--- config.mk ---
export PLATFORM = sky130hd
export DESIGN_NAME = usb_fs_tx
export DESIGN_NICKNAME = d
export VERILOG_FILES = /design/src/rtl/usb_fs_tx.sv
export SDC_FILE = /design/constraint.sdc
export NUM_CORES = 1
export LEC_CHECK = 0
export ABC_AREA = 0
export CORE_ASPECT_RATIO = 0.7
export CORE_MARGIN = 4
export CORE_UTILIZATION = 45
export DETAILED_ROUTE_END_ITERATION = 10
export MAX_ROUTING_LAYER = met4
export PLACE_DENSITY = 0.67
export SLEW_MARGIN = 25
export SYNTH_ARGS = -nofsm -noshare
export SYNTH_HDL_FRONTEND = slang
export SYNTH_SLANG_ARGS = --single-unit
--- constraint.sdc ---
create_clock -name clk -period 2.8 [get_ports clk]
set_input_delay 0.84 -clock clk [delete_from_list [all_inputs] [get_ports clk]]
set_output_delay 0.84 -clock clk [all_outputs]
set_load 0.005 [all_outputs]
--- src/rtl/usb_fs_tx.sv ---
// usb_fs_tx: full-speed USB transmit line encoder.
// Takes a byte stream and drives the D+/D- pad mux. It sends SYNC, NRZI-encodes
// the data LSB first with bit stuffing, and finishes with EOP.
// Each bit occupies CLKS_PER_BIT core clocks.
//
// Ports:
//   clk, reset       core clock; synchronous active-high reset
//   tx_pkt_start     1-cycle pulse that starts a packet (honoured only when idle)
//   tx_data          byte to send
//   tx_data_valid    qualifies tx_data and tx_data_last
//   tx_data_last     marks the final byte of the packet
//   tx_data_ready    byte taken this cycle when tx_data_valid is also high
//   tx_busy          packet in progress
//   tx_underrun      pulse: a byte was needed but tx_data_valid was low
//   oe, dp_tx, dn_tx drive enable and D+/D- levels to the pad mux
//
// Build option: define USB_FS_TX_UNDERRUN_ABORT_EN to send 8 held bit times
// (a forced stuff error) on underrun before EOP. Without it, an underrun goes
// straight to EOP.
module usb_fs_tx #(
  parameter int CLKS_PER_BIT = 4
) (
  input  logic       clk,
  input  logic       reset,
  input  logic       tx_pkt_start,
  input  logic [7:0] tx_data,
  input  logic       tx_data_valid,
  input  logic       tx_data_last,
  output logic       tx_data_ready,
  output logic       tx_busy,
  output logic       tx_underrun,
  output logic       oe,
  output logic       dp_tx,
  output logic       dn_tx
);

  localparam int TW = $clog2(CLKS_PER_BIT);
  localparam logic [TW-1:0] T_LAST = TW'(CLKS_PER_BIT - 1);

  typedef enum logic [2:0] {
    ST_IDLE,
    ST_SYNC,
    ST_DATA,
    ST_ABORT,
    ST_EOP_SE0,
    ST_EOP_J
  } state_t;

  state_t          state;
  logic [TW-1:0]   timer;
  logic [2:0]      bit_idx;    // data bit on the line (or last data bit, during a stuff bit)
  logic [2:0]      ones;       // consecutive 1s, including the bit on the line
  logic [7:0]      shift;
  logic            last_q;
  logic            cur_stuff;  // the bit on the line is a stuffed 0
  logic            lvl;        // NRZI level: 1 = J, 0 = K

  logic            at_bit_end;
  logic            in_stream;
  logic            stuff_due;
  logic [2:0]      nxt_idx;
  logic            nxt_bit;

  assign at_bit_end    = (timer == T_LAST);
  assign in_stream     = (state == ST_SYNC) || (state == ST_DATA);
  assign stuff_due     = !cur_stuff && (ones == 3'd6);
  assign nxt_idx       = bit_idx + 3'd1;
  // The fetch cycle is the last clock of bit 7. It moves to the end of the
  // stuff bit when a stuff bit follows bit 7.
  assign tx_data_ready = in_stream && at_bit_end && (bit_idx == 3'd7) && !stuff_due && !last_q;
  assign tx_underrun   = tx_data_ready && !tx_data_valid;

  always_comb begin
    nxt_bit = shift[nxt_idx];
    if (bit_idx == 3'd7) nxt_bit = tx_data[0];
  end

  always_ff @(posedge clk) begin
    if (reset) begin
      state     <= ST_IDLE;
      timer     <= '0;
      bit_idx   <= '0;
      ones      <= '0;
      shift     <= '0;
      last_q    <= 1'b0;
      cur_stuff <= 1'b0;
      lvl       <= 1'b1;
      oe        <= 1'b0;
      tx_busy   <= 1'b0;
      dp_tx     <= 1'b1;
      dn_tx     <= 1'b0;
    end else begin
      if (state != ST_IDLE) timer <= at_bit_end ? '0 : timer + TW'(1);

      case (state)
        ST_IDLE: begin
          if (tx_pkt_start) begin
            // SYNC begins with a 0 bit, so the first symbol toggles J -> K.
            state     <= ST_SYNC;
            timer     <= '0;
            bit_idx   <= '0;
            ones      <= '0;
            shift     <= 8'h80;
            last_q    <= 1'b0;
            cur_stuff <= 1'b0;
            lvl       <= 1'b0;
            oe        <= 1'b1;
            tx_busy   <= 1'b1;
            dp_tx     <= 1'b0;
            dn_tx     <= 1'b1;
          end
        end

        ST_SYNC, ST_DATA: begin
          if (at_bit_end) begin
            if (stuff_due) begin
              lvl       <= ~lvl;
              dp_tx     <= ~lvl;
              dn_tx     <= lvl;
              ones      <= '0;
              cur_stuff <= 1'b1;
            end else if ((bit_idx != 3'd7) || (!last_q && tx_data_valid)) begin
              if (bit_idx == 3'd7) begin
                shift   <= tx_data;
                last_q  <= tx_data_last;
                bit_idx <= '0;
                state   <= ST_DATA;
              end else begin
                bit_idx <= nxt_idx;
              end
              cur_stuff <= 1'b0;
              if (!nxt_bit) begin
                lvl   <= ~lvl;
                dp_tx <= ~lvl;
                dn_tx <= lvl;
                ones  <= '0;
              end else begin
                ones  <= ones + 3'd1;
              end
            end else if (last_q) begin
              state   <= ST_EOP_SE0;
              bit_idx <= '0;
              dp_tx   <= 1'b0;
              dn_tx   <= 1'b0;
            end else begin
`ifdef USB_FS_TX_UNDERRUN_ABORT_EN
              state     <= ST_ABORT;
              bit_idx   <= '0;
              cur_stuff <= 1'b0;
`else
              state   <= ST_EOP_SE0;
              bit_idx <= '0;
              dp_tx   <= 1'b0;
              dn_tx   <= 1'b0;
`endif
            end
          end
        end

        ST_ABORT: begin
          // The line level is held for 8 bit times with no stuffing.
          if (at_bit_end) begin
            if (bit_idx == 3'd7) begin
              state   <= ST_EOP_SE0;
              bit_idx <= '0;
              dp_tx   <= 1'b0;
              dn_tx   <= 1'b0;
            end else begin
              bit_idx <= nxt_idx;
            end
          end
        end

        ST_EOP_SE0: begin
          if (at_bit_end) begin
            if (bit_idx == 3'd1) begin
              state <= ST_EOP_J;
              lvl   <= 1'b1;
              dp_tx <= 1'b1;
              dn_tx <= 1'b0;
            end else begin
              bit_idx <= nxt_idx;
            end
          end
        end

        ST_EOP_J: begin
          if (at_bit_end) begin
            state   <= ST_IDLE;
            bit_idx <= '0;
            ones    <= '0;
            oe      <= 1'b0;
            tx_busy <= 1'b0;
          end
        end

        default: state <= ST_IDLE;
      endcase
    end
  end

endmodule

Yosys cells after proc, flatten, opt, wreduce, memory -nomap -nowiden. Index checks and enable logic that the tools add are counted.

Reductions and logical operators: 30. Equal/unequal tests: 25. Add/sub/neg operators: 3. Mux-type cells: 71. Magnitude comparators: 1. Bitwise gates (word level): 1.

Operators with widths (number): $mux 3 (22); $mux 8 (5); $pmux 3 s5 (2); $mux 1 (29); $ne 2x2->1 const B (11); $pmux 8 s2 (1); $reduce_and 8->1 (2); $eq 3x3->1 const B (4); $ne 3x3->1 const B (4); $pmux 3 s3 (1); $reduce_and 9->1 (1); $reduce_bool 3->1 (3); $mux 2 (4); $pmux 1 s4 (2); $logic_and 1x1->1 (7); $reduce_and 7->1 (1); $add 3x1->3 const B (2); $eq 3x1->1 const B (2); $eq 3x2->1 const B (2); $pmux 1 s2 (3); $reduce_and 6->1 (1); $reduce_and 5->1 (1); $reduce_bool 5->1 (1); $logic_not 1->1 (4); other kinds (14) (16).

Output and inout bits: 6. Word-level logic and storage cells: 142. Register bits: 25. Input bits: 13.

Longest topological paths before layout.
Depth after elaboration: 9. Mapped depth: 8. Gate-level depth less buffers: 7.

Worst setup path after synthesis. Ideal clock, no wire load.

Path type: register to register. From: reg bit_idx[0]. To: reg dn_tx. Slack: 0.689 ns. Setup time: 0.072 ns. Path buffers: 0. Cell stages (with the launch flop): 7. Period minus slack after synthesis: 2.111 ns. Data required time: 2.728 ns. Data arrival time: 2.040 ns. Cell sequence: dfxtp_1 ha_1 mux4_2 a22oi_2 a21oi_1 a221oi_2 mux2i_1.

Word-level cells in the longest chain between the ends: 6. Elaborated cells between the ends (all ways): 16. Classes of those cells: add/sub (1); eq/ne (6); mux (7); reduce/logical (2).

Ends and longest elaborated chain: start: declaration (line 51) `logic [2:0] bit_idx;`; start signal: assignment (line 129) `bit_idx <= nxt_idx;`; start signal: assignment (line 169) `bit_idx <= nxt_idx;`; start signal: assignment (line 182) `bit_idx <= nxt_idx;`; $add 3x1->3 or $ne 3x3->1 (tied branches) (line 67, 122); $bmux 1 s3 or $logic_or 1x1->1 (tied branches) (line 74, 122); $mux 1 (on tied branches) (line 74, 122); $mux 1 (on tied branches) (line 75, 116); $ne 4x4->1 (no line) or $mux 1 (tied branches); $reduce_and 8->1 (no line) or $pmux 1 s4 (tied branches); end signal: assignment (line 119) `dn_tx <= lvl;`; end signal: assignment (line 135) `dn_tx <= lvl;`; end: declaration (line 34) `output logic dn_tx`.

Parallel ways exist; a longest one is shown, timed or not. The select of a mux whose other input is x is not followed. A chain may end at the register's enable or synchronous reset.

Final worst setup path.
From: reg bit_idx[1]. To: out tx_data_ready.

Word-level cells in the longest chain between the ends: 4.

Ends and longest elaborated chain: $eq 3x3->1 (line 70) `assign tx_data_ready = in_stream && at_bit_end && (bit_idx == 3'd7) && !stuff_due && !last_q;`; $logic_and 1x1->1 (3 in series) (line 70); end: declaration (line 29) `output logic tx_data_ready,`.

Every way passes these cells.

==> flow_summary_export.csv <==
group,metric,value,unit
timing,finalHoldViolCount,0,
cts,post_cts_resized,1,
cts,hold_buffers,0,
power,leakagePower,0.665,nW
cts,root_buffer,"clkbuf_8",
synth,synth_top_area_frac,0.317,
worst_setup_path,cp_cell_sequence,"ha_1 > ha_2 > nand3_2 > nor3_2 > clkdlybuf4s50_1",
synth,synth_area_leader_cell,"dfxtp_1",
die,core,3250,um2
synth,synth.cell_area,1580,um2
drt,drtPass1Iterations,4,
worst_setup_path,crit_path_max_fanout,3,
synth,syn_nets,213,
drt,drtAntennaViolNets,0,
global_route,grt_pass1_vias,1363,
placed_design,place_ws,-83.9,ps
cts,cts_setup_buffers,0,
drt,finalWirelength,3950,um
power,power_density,512,nW/um2
placed_design,dp_hpwl,2860,um
worst_setup_path,crit_path_end_kind,"output pin",
timing,tightest_slew,573,ps
cts,htreeDepth,1,
cts,clkSinkCount,25,
power,ir_worst_vdd,0.349,mV
worst_setup_path,critPathMaxStageDelay,520,ps
die,io_pins,19,
timing,holdWs,465,ps
worst_setup_path,critPathLaunchType,"register",
global_route,grt_overflow_total,0,
synth,ys_ff_latch,25,
timing,fin_ws,87.7,ps
hold_path,min_from,"shift[5]",
hold_path,hold_depth,2,
synth,yosysSeqAreaShare,0.317,
worst_setup_path,crit_buf_inv,1,
die,initial_core_util,0.486,
placed_design,gp_congestion,0.950,
drt,vias,1526,
hold_path,whs_endpoint,"shift[5]",
worst_setup_path,reg2reg_depth,7,
synth,ys_top_cells_by_area,"dfxtp_1 32%, a21oi_1 7.9%, ha_1 5.5%",
worst_setup_path,slowest_stage,"clkdlybuf4s50_1",
worst_setup_path,crit_type,"reg2out",
timing,setup_viol,0,
job,max_cap_viol_count,0,
drt,wl_per_cell,15.3,um
worst_setup_path,rrSetupSlack,330,ps
finish,post-route-util,0.577,
worst_setup_path,arrival,1870,ps
timing,rsz0062_at_grt,"false",
cts,clock_path_buffers,2,
die,die_h,57.6,um
finish,n_fill_cell,298,
die,dieWidth,78.8,um
finish,n_antenna_cell,0,
global_route,grt_first_pass_wirelength,6670,um
cts,numCtsBuffers,3,
global_route,antenna_found_initial,0,
worst_setup_path,cp_data_required_time,1960,ps
worst_setup_path,worstReg2RegEnd,"dp_tx",
synth,avgSynthCellArea,8.19,um2
finish,area_growth_syn_to_layout,18.9,%
drt,vias_per_cell,5.91,
hold_path,min-delay-path-class,"reg2reg",
timing,slew_viol_final,0,
synth,synth_edf_count,0,
placed_design,port_buffers,18,
global_route,track_usage,0.189,
drt,drc,0,
cts,clock_latency,270,ps
synth,synth-main-ff-cell,"dfxtp_1",
timing,finClkSkew,1.40,ps
drt,drt_iter0_markers,126,
synth,synth_cells,193,
outcome,status,"complete, no violations",
placed_design,dp.cells,254,
finish,final_cells,258,
worst_setup_path,cpLargestDelayFamily,"buffers and inverters",
finish,nNetsFinal,232,
cts,clk_transition_reported_paths,90,ps
synth,synthArstFlopShare,0,
finish,layout-drive-gt1-share,0.128,
global_route,grt_max_degree,30,
timing,min_period_over_period,0.969,
timing,post-route-min-period,2710,ps
synth,synth_cell_types,50,
synth,synthTopCellsByCount,"25 x a21oi_1, 25 x dfxtp_1, 16 x nand2_1, 12 x nor2_1, 11 x nand3_1",
worst_setup_path,r2r_start,"bit_idx[0]",
timing,relSlewSlack,0.615,
cts,cts_tree,"done",
die,die-area,4540,um2
power,power,963,uW
synth,yosys_warnings,0,
die,rows,17,
timing,fmax,369,MHz
-- area by class of cell --
class / instances / area (um2) / area share
multi-input cells: 147 / 990 / 0.527
flip-flops and latches: 25 / 502 / 0.267
repair buffers: 28 / 254 / 0.135
well taps: 47 / 58.8 / 0.0313
clock buffers: 3 / 41.3 / 0.0220
inverters: 7 / 26.3 / 0.0140
clock inverters: 1 / 7.51 / 0.00399
-- state kept, by name, summed over array words and instances (netlist names) --
| name | count |
|---|---|
| lvl | 1 |
| dn_tx | 1 |
| bit_idx | 3 |
| state | 3 |
| ones | 3 |
| dp_tx | 1 |
| timer | 2 |
| oe | 1 |
| last_q | 1 |
| cur_stuff | 1 |
| shift | 8 |
-- routing by layer --
metal / up-vias / share of wire / global-route usage
li1: 744 / - / -
met1: 716 / 0.50 / 0.270
met2: 60 / 0.43 / 0.267
met3: 6 / 0.065 / 0.0521
met4: 0 / 0.0053 / 0.0319
met5: - / 0 / -
-- report_power, final --
part	switching, mW	internal, mW	total (mW)
Sequential	0.0217	0.390	0.411
Clock	0.122	0.101	0.223
Combinational	0.190	0.139	0.328
Total	0.334	0.629	0.963
-- cell families (layout without fill, tap and decap cells) --
kind of cell               Yosys count  in the layout  share of synthesized area
and+or+nand+nor                     70             70                      0.239
AOI/OAI and AO/OA                   59             59                      0.245
buffers and inverters               21             39                     0.0649
DFF                                 25             25                      0.317
muxes                                8              8                     0.0602
xor gates and xnor gates             1              1                    0.00554
adders and majority gates            9              9                     0.0681
-- placed cells by master (no fill, tap or decap), types with 2 or more instances in the layout --
| master | n |
|---|---|
| nor2b_1 | 2 |
| clkbuf_8 | 3 |
| a211oi_1 | 2 |
| a31oi_1 | 4 |
| clkdlybuf4s50_1 | 17 |
| or3b_1 | 4 |
| or4_1 | 2 |
| dfxtp_1 | 24 |
| nor3_1 | 4 |
| mux2_2 | 2 |
| and3b_1 | 2 |
| nand3_1 | 10 |
| and2_1 | 2 |
| nor2_1 | 12 |
| nand2b_1 | 4 |
| nor4_1 | 2 |
| nand2_1 | 16 |
| nand3b_1 | 3 |
| ha_1 | 6 |
| a211oi_2 | 2 |
| a21oi_1 | 25 |
| maj3_1 | 2 |
| o21ai_0 | 9 |
| mux2i_1 | 5 |
| inv_1 | 6 |
| or2_1 | 2 |
| o31ai_1 | 2 |
| buf_4 | 10 |
-- worst max-delay path by stage --
stage                                to           from  cells after the start  slack [ps]
after global placement      tx_underrun  tx_data_valid                      3        -110
after global routing      tx_data_ready       state[0]                      4           6
after detailed placement    tx_underrun  tx_data_valid                      3         -80
after CTS                 tx_data_ready     bit_idx[1]                      5           6
final                     tx_data_ready     bit_idx[1]                      5          90
after floorplan                   dn_tx     bit_idx[0]                      6         690
-- worst min-delay path: cells and delay by family (launching register included) --
kind	cells	cell delay, ps
AO/OA/AOI/OAI	1	50
flip-flops	1	320
AND/OR/NAND/NOR	1	50
-- stage by stage --
stage / setup TNS (ps) / instance area, um2
after floorplan: 0 / 1580
after global placement: -105 / 1820
after detailed placement: -83.9 / 1820
after CTS: 0 / 1870
after global routing: 0 / 1880
final: 0 / 1880
(Power assumes the default switching activity.)
